### config.mk
export PLATFORM = sky130hd
export DESIGN_NAME = mdio_master
export DESIGN_NICKNAME = d
export VERILOG_FILES = /design/src/rtl/mdio_master.sv
export SDC_FILE = /design/constraint.sdc
export NUM_CORES = 1
export LEC_CHECK = 0
export CAP_MARGIN = 20
export CELL_PAD_IN_SITES_DETAIL_PLACEMENT = 1
export CELL_PAD_IN_SITES_GLOBAL_PLACEMENT = 1
export CORE_MARGIN = 2
export CORE_UTILIZATION = 42
export DETAILED_ROUTE_END_ITERATION = 12
export PLACE_DENSITY_LB_ADDON = 0.1
export SLEW_MARGIN = 20
export SYNTH_ARGS = -nofsm -noshare
export SYNTH_HDL_FRONTEND = slang
export SYNTH_SLANG_ARGS = --single-unit
### constraint.sdc
create_clock -name i_clock -period 2.7 [get_ports i_clock]
set_input_delay 0.54 -clock i_clock [delete_from_list [all_inputs] [get_ports i_clock]]
set_output_delay 0.54 -clock i_clock [all_outputs]
set_load 0.01 [all_outputs]
### src/rtl/mdio_master.sv
// MDIO management master: divided MDC, Clause 22/45 frames with
// programmable preamble, read capture and absent-PHY detection.
module mdio_master #(
   parameter int unsigned CLK_DIV       = 10,
   parameter int unsigned PREAMBLE_BITS = 32,
   parameter bit          C45_EN        = 1'b1
) (
   input  logic        i_clock,
   input  logic        i_reset,
   input  logic        i_start,
   input  logic        i_c45,
   input  logic [1:0]  i_op,
   input  logic [4:0]  i_phy_addr,
   input  logic [4:0]  i_reg_addr,
   input  logic [15:0] i_wr_data,
   output logic        o_busy,
   output logic        o_done,
   output logic [15:0] o_rd_data,
   output logic        o_error,
   output logic        o_mdc,
   output logic        o_mdio_o,
   output logic        o_mdio_oe,
   input  logic        i_mdio_i
);

   localparam int unsigned DIV_W = $clog2(CLK_DIV);
   localparam int unsigned CNT_W = 6;
   localparam logic [DIV_W-1:0] DIV_LAST = DIV_W'(CLK_DIV - 1);

   typedef enum logic [2:0] {
      S_IDLE, S_PRE, S_HDR, S_TA, S_DATA, S_DONE
   } state_t;

   state_t             r_state,   w_state_nxt;
   logic [DIV_W-1:0]   r_div,     w_div_nxt;
   logic               r_mdc,     w_mdc_nxt;
   logic [CNT_W-1:0]   r_cnt,     w_cnt_nxt;
   logic [31:0]        r_sh,      w_sh_nxt;
   logic               r_rd,      w_rd_nxt;
   logic [15:0]        r_rx,      w_rx_nxt;
   logic               r_ta2,     w_ta2_nxt;
   logic               r_busy,    w_busy_nxt;
   logic               r_done,    w_done_nxt;
   logic [15:0]        r_rd_data, w_rd_data_nxt;
   logic               r_error,   w_error_nxt;
   logic               r_mdio_o,  w_mdio_o_nxt;
   logic               r_mdio_oe, w_mdio_oe_nxt;

   logic               w_c45;
   logic [31:0]        w_frame;
   logic               w_tick;
   state_t             w_adv;
   logic [CNT_W-1:0]   w_adv_cnt;

   // Frame word as latched at accept: ST, OP, PHYAD, REGAD, TA, DATA
   assign w_c45   = C45_EN && i_c45;
   assign w_frame = {(w_c45 ? 2'b00 : 2'b01), i_op, i_phy_addr, i_reg_addr, 2'b10, i_wr_data};
   assign w_tick  = (r_div == DIV_LAST);

   // State register and all datapath/output registers
   always_ff @(posedge i_clock) begin
      if (i_reset) begin
         r_state   <= S_IDLE;
         r_div     <= '0;
         r_mdc     <= 1'b0;
         r_cnt     <= '0;
         r_sh      <= '0;
         r_rd      <= 1'b0;
         r_rx      <= '0;
         r_ta2     <= 1'b0;
         r_busy    <= 1'b0;
         r_done    <= 1'b0;
         r_rd_data <= '0;
         r_error   <= 1'b0;
         r_mdio_o  <= 1'b1;
         r_mdio_oe <= 1'b0;
      end else begin
         r_state   <= w_state_nxt;
         r_div     <= w_div_nxt;
         r_mdc     <= w_mdc_nxt;
         r_cnt     <= w_cnt_nxt;
         r_sh      <= w_sh_nxt;
         r_rd      <= w_rd_nxt;
         r_rx      <= w_rx_nxt;
         r_ta2     <= w_ta2_nxt;
         r_busy    <= w_busy_nxt;
         r_done    <= w_done_nxt;
         r_rd_data <= w_rd_data_nxt;
         r_error   <= w_error_nxt;
         r_mdio_o  <= w_mdio_o_nxt;
         r_mdio_oe <= w_mdio_oe_nxt;
      end
   end

   // Next state: phase advance on each bit boundary (falling MDC)
   always_comb begin
      w_adv     = r_state;
      w_adv_cnt = r_cnt - CNT_W'(1);
      if (r_cnt == '0) begin
         case (r_state)
            S_PRE:   begin w_adv = S_HDR;  w_adv_cnt = CNT_W'(13); end
            S_HDR:   begin w_adv = S_TA;   w_adv_cnt = CNT_W'(1);  end
            S_TA:    begin w_adv = S_DATA; w_adv_cnt = CNT_W'(15); end
            default: begin w_adv = S_DONE; w_adv_cnt = '0;         end
         endcase
      end
   end

   // Next-state and output logic
   always_comb begin
      w_state_nxt   = r_state;
      w_div_nxt     = r_div;
      w_mdc_nxt     = r_mdc;
      w_cnt_nxt     = r_cnt;
      w_sh_nxt      = r_sh;
      w_rd_nxt      = r_rd;
      w_rx_nxt      = r_rx;
      w_ta2_nxt     = r_ta2;
      w_busy_nxt    = r_busy;
      w_done_nxt    = 1'b0;
      w_rd_data_nxt = r_rd_data;
      w_error_nxt   = r_error;
      w_mdio_o_nxt  = r_mdio_o;
      w_mdio_oe_nxt = r_mdio_oe;

      case (r_state)
         S_IDLE: begin
            w_div_nxt = '0;
            w_mdc_nxt = 1'b0;
            if (i_start) begin
               w_busy_nxt    = 1'b1;
               w_error_nxt   = 1'b0;
               w_rd_nxt      = i_op[1];
               w_mdio_oe_nxt = 1'b1;
               if (PREAMBLE_BITS != 0) begin
                  w_state_nxt  = S_PRE;
                  w_cnt_nxt    = CNT_W'(PREAMBLE_BITS - 1);
                  w_mdio_o_nxt = 1'b1;
                  w_sh_nxt     = w_frame;
               end else begin
                  w_state_nxt  = S_HDR;
                  w_cnt_nxt    = CNT_W'(13);
                  w_mdio_o_nxt = w_frame[31];
                  w_sh_nxt     = {w_frame[30:0], 1'b0};
               end
            end
         end

         S_PRE, S_HDR, S_TA, S_DATA: begin
            if (w_tick) begin
               w_div_nxt = '0;
               w_mdc_nxt = ~r_mdc;
            end else begin
               w_div_nxt = r_div + DIV_W'(1);
            end
            // Rising MDC: sample the PHY
            if (w_tick && !r_mdc) begin
               if (r_state == S_TA && r_cnt == '0) w_ta2_nxt = i_mdio_i;
               if (r_state == S_DATA)              w_rx_nxt  = {r_rx[14:0], i_mdio_i};
            end
            // Falling MDC: launch the next bit or finish the frame
            if (w_tick && r_mdc) begin
               w_state_nxt = w_adv;
               w_cnt_nxt   = w_adv_cnt;
               if (w_adv == S_DONE) begin
                  w_mdio_oe_nxt = 1'b0;
                  w_mdio_o_nxt  = 1'b1;
                  w_done_nxt    = 1'b1;
                  if (r_rd) begin
                     w_rd_data_nxt = r_rx;
                     w_error_nxt   = r_ta2;
                  end
               end else if (w_adv == S_PRE) begin
                  w_mdio_o_nxt  = 1'b1;
                  w_mdio_oe_nxt = 1'b1;
               end else begin
                  w_sh_nxt = {r_sh[30:0], 1'b0};
                  if (r_rd && w_adv != S_HDR) begin
                     w_mdio_o_nxt  = 1'b1;
                     w_mdio_oe_nxt = 1'b0;
                  end else begin
                     w_mdio_o_nxt  = r_sh[31];
                     w_mdio_oe_nxt = 1'b1;
                  end
               end
            end
         end

         S_DONE: begin
            w_state_nxt = S_IDLE;
            w_busy_nxt  = 1'b0;
            w_div_nxt   = '0;
            w_mdc_nxt   = 1'b0;
         end

         default: w_state_nxt = S_IDLE;
      endcase
   end

   assign o_busy    = r_busy;
   assign o_done    = r_done;
   assign o_rd_data = r_rd_data;
   assign o_error   = r_error;
   assign o_mdc     = r_mdc;
   assign o_mdio_o  = r_mdio_o;
   assign o_mdio_oe = r_mdio_oe;

endmodule

==> metrics.txt <==
area leader, netlist=dfxtp_1; Skew-Pair Late Insertion Delay=between 0.3 and 0.4 ns; diodes inserted=0; Sinks on Clock Net=85; RSZ-0062 raised after global routing=false; die height=about 110 um; kind of cell adding the most delay to the critical path=compound AO/OA/AOI/OAI gates; Final Max Slew Viols=0; Synth Area in XOR/XNOR=0.00201; WS Path Type=flop to flop; IO Pins=55; 1st-iter DRT viols=212; switching pwr=between 700 and 800 uW; min cycle time layout=2.37 ns; met2 GRT Util=0.344; met1 usage=0.291; Top FF cell, synth=dfxtp_1; Via Count=~3,800; WL per Instance=between 15 and 20 um; critical path required time=2.95 ns; register bit count reported by yosys=between 80 and 90; CTS Hold Bufs=0; Post-CTS Setup Bufs=0; Site Rows=37; part of the power in registers=0.507; crit-path cells=inv_1, ha_1, nor3b_2, a41oi_1, o221a_4, mux2_4; Buf/Inv on CP=1; Num CTS Buffers=9; CTS resizes=0; R2R Path Start=r_cnt[0]; Area Overhead vs Synth=19.0%; Placer Congestion=between 0.8 and 0.9; Initial Util=0.428; r2r endpoint=r_sh[2]; Worst Setup End Kind=flop; Core Region=around 0.010 sq mm; GRT overflow=0; number of cells on the worst reg-to-reg path=6; TritonCTS clock tree=done; Synth top area share=0.390; pin count of the biggest net entering global routing=59; Syn Area/Cell=about 8.6 sq um; CP startpoint kind=flop; main combinational cell family by area after synthesis=simple AND/OR/NAND/NOR gates; Clk Tree Root Cell=clkbuf_8; sequential area share after synthesis=0.390; total power=~2600 uW; via-per-instance ratio=5.52; vias in the first global route=3,897; post-synthesis simple-gate area fraction=0.222; Hold Path Origin=o_rd_data[8]; final setup TNS=0 ns; GRT busiest layer=met2; worst vdd ir=0.271 mV; Area contributors post-synth=dfxtp_1, mux2_4, nand2_1, a21oi_1, mux2i_1; die area=approximately 0.011 sq mm; pwr dens=just over 500 mW/mm^2; adder-cell share of the synthesized area=0.0115; Final Cycle Share=0.878; clock slew seen by the registers of the worst setup and hold paths=~0.10 ns; f_max=between 0.4 and 0.5 GHz; antenna violations before repair=0; Fin. Hold Viols=0; first-pass GRT wire length=~19,000 um; final WL=~11,000 um; Bufs on Longest Clock Path=2; worst hold endpoint=o_rd_data[8]; Cell Area, Synth=around 0.0044 sq mm; clock power share=0.361; status=finished clean; DRT antenna net count=0; multiplexer share of the synthesized area=0.140; Critical Path Max Stage Delay=around 0.65 ns; GRT Util Overall=0.214; Static Leak=about 0.0018 uW; IO Port Bufs=54; final clock skew=between 0.009 and 0.01 ns; switching share of power=0.273; die width=between 100 and 150 um; CP max FO=30; Synth cell types=62; net count after synthesis=about 540; detailed-route DRC error count=0; Worst EP arrival=about 2.6 ns; hold path cells=2; layout cells sized above 1=0.135; Int Pwr=1900 uW; Worst slew margin=0.450; DPL Wire Length=roughly 7500 um; DRT Pass-1 Iters=7; worst hold path type=flop to flop; flop2flop setup slack=around 0.33 ns; worst slew pin tran=0.818 ns; EDFF count, synth=0; combinational fraction of design power=0.133; Worst path slowest cell=o221a_4; synth warn=0; ys async rst share=0; H-tree levels=3; final setup fails=0; Mapped Cells=505; Final nets=between 500 and 600; max cap viols=0; compound-cell area share of the yosys netlist=0.176; met3 Usage GRT=0.0402
==> routing by layer <==
metal | share of wire | up-vias | wire length, um
met5 | 0 | - | 0
li1 | - | 1853 | -
met4 | 0.013 | 0 | 146
met1 | 0.47 | 1848 | 5400
met3 | 0.037 | 15 | 418
met2 | 0.48 | 68 | 5470
==> cells in the mapped netlist (3+ instances only) <==
library cell  instances
inv_1                10
a211oi_1              3
nor3_1                4
dfxtp_1              85
mux2i_1              21
a41oi_1               4
a21oi_1              57
nor4_1                3
nand3_1              32
nor2_1               14
ha_1                  4
mux2_4               26
buf_2                10
o21ai_0              32
clkbuf_1             23
nor2b_1              30
nand4_1               3
nand2_1              82
a311oi_1              4
buf_6                 5
==> tightest hold or removal path, cell delays in order, from the launching register on <==
cell and delay (ns):
dfxtp_1 0.32, nand2_1 0.05, mux2i_1 0.06
==> cell type report <==
type | count | area, sq um
repair buffers | 70 | 656
fillers | 1223 | 5000
well taps | 136 | 170
multi-input cells | 368 | 2410
clock buffers | 9 | 124
clock inverters | 7 | 85.1
inverters | 10 | 37.5
flip-flops and latches | 85 | 1700
==> state kept, by name, summed over array words and instances (netlist names) <==
register,flops
r_sh,32
o_rd_data,16
r_rx,16
r_cnt,6
r_div,4
r_state,3
o_busy,1
o_done,1
o_error,1
o_mdc,1
o_mdio_o,1
o_mdio_oe,1
r_rd,1
r_ta2,1
==> power groups by stage <==
stage	combinational, uW	clock, uW	sequential [uW]
final	347	944	1330
after global routing	382	1030	1330
after CTS	348	980	1330
after detailed placement	345	0	1350
after global placement	335	0	1350
after floorplan	238	0	1340
==> per-stage QoR <==
stage / hold WS, ns / cells / worst slack [ns] / cell area (sq um) / utilization
floorplan: 0.437 / 505 / 0.791 / 4360 / -
global placement: 0.443 / 669 / 0.302 / 4980 / 0.489
detailed placement: 0.454 / 669 / 0.283 / 4980 / 0.489
CTS: 0.472 / 685 / 0.316 / 5190 / 0.509
global route: 0.491 / 685 / 0.168 / 5190 / 0.509
finish: 0.466 / 685 / 0.329 / 5190 / 0.509
==> cell usage in the layout, fill, tap and decap left out, types with 10 or more instances in the layout <==
master,count
a21oi_1,57
inv_1,10
o21ai_0,31
nor2_1,14
nor2b_1,30
mux2_4,26
nand2_1,82
buf_4,16
dfxtp_1,85
nand3_1,32
clkdlybuf4s50_1,53
mux2i_1,21
==> worst max path at each step <==
stage | from | endpoint | slack, ns | cells past startpoint
2_1_floorplan | r_cnt[0] | r_sh[12] | 0.79 | 7
3_3_place_gp | i_start | r_sh[5] | 0.30 | 4
3_5_place_dp | i_start | r_sh[10] | 0.28 | 4
4_1_cts | r_cnt[0] | r_sh[2] | 0.32 | 6
5_1_grt | r_cnt[0] | r_sh[10] | 0.17 | 6
6_report | r_cnt[0] | r_sh[2] | 0.33 | 6
==> cell families (layout without fill, tap and decap cells) <==
logic type	Yosys count	after routing
buffers and inverters	52	96
XOR/XNOR	1	1
multiplexers	48	48
adder cells (fa/ha/maj)	4	4
AND/OR/NAND/NOR	190	190
AO/OA/AOI/OAI	125	125
flip-flops	85	85
Power figures use the tool's default switching activity.
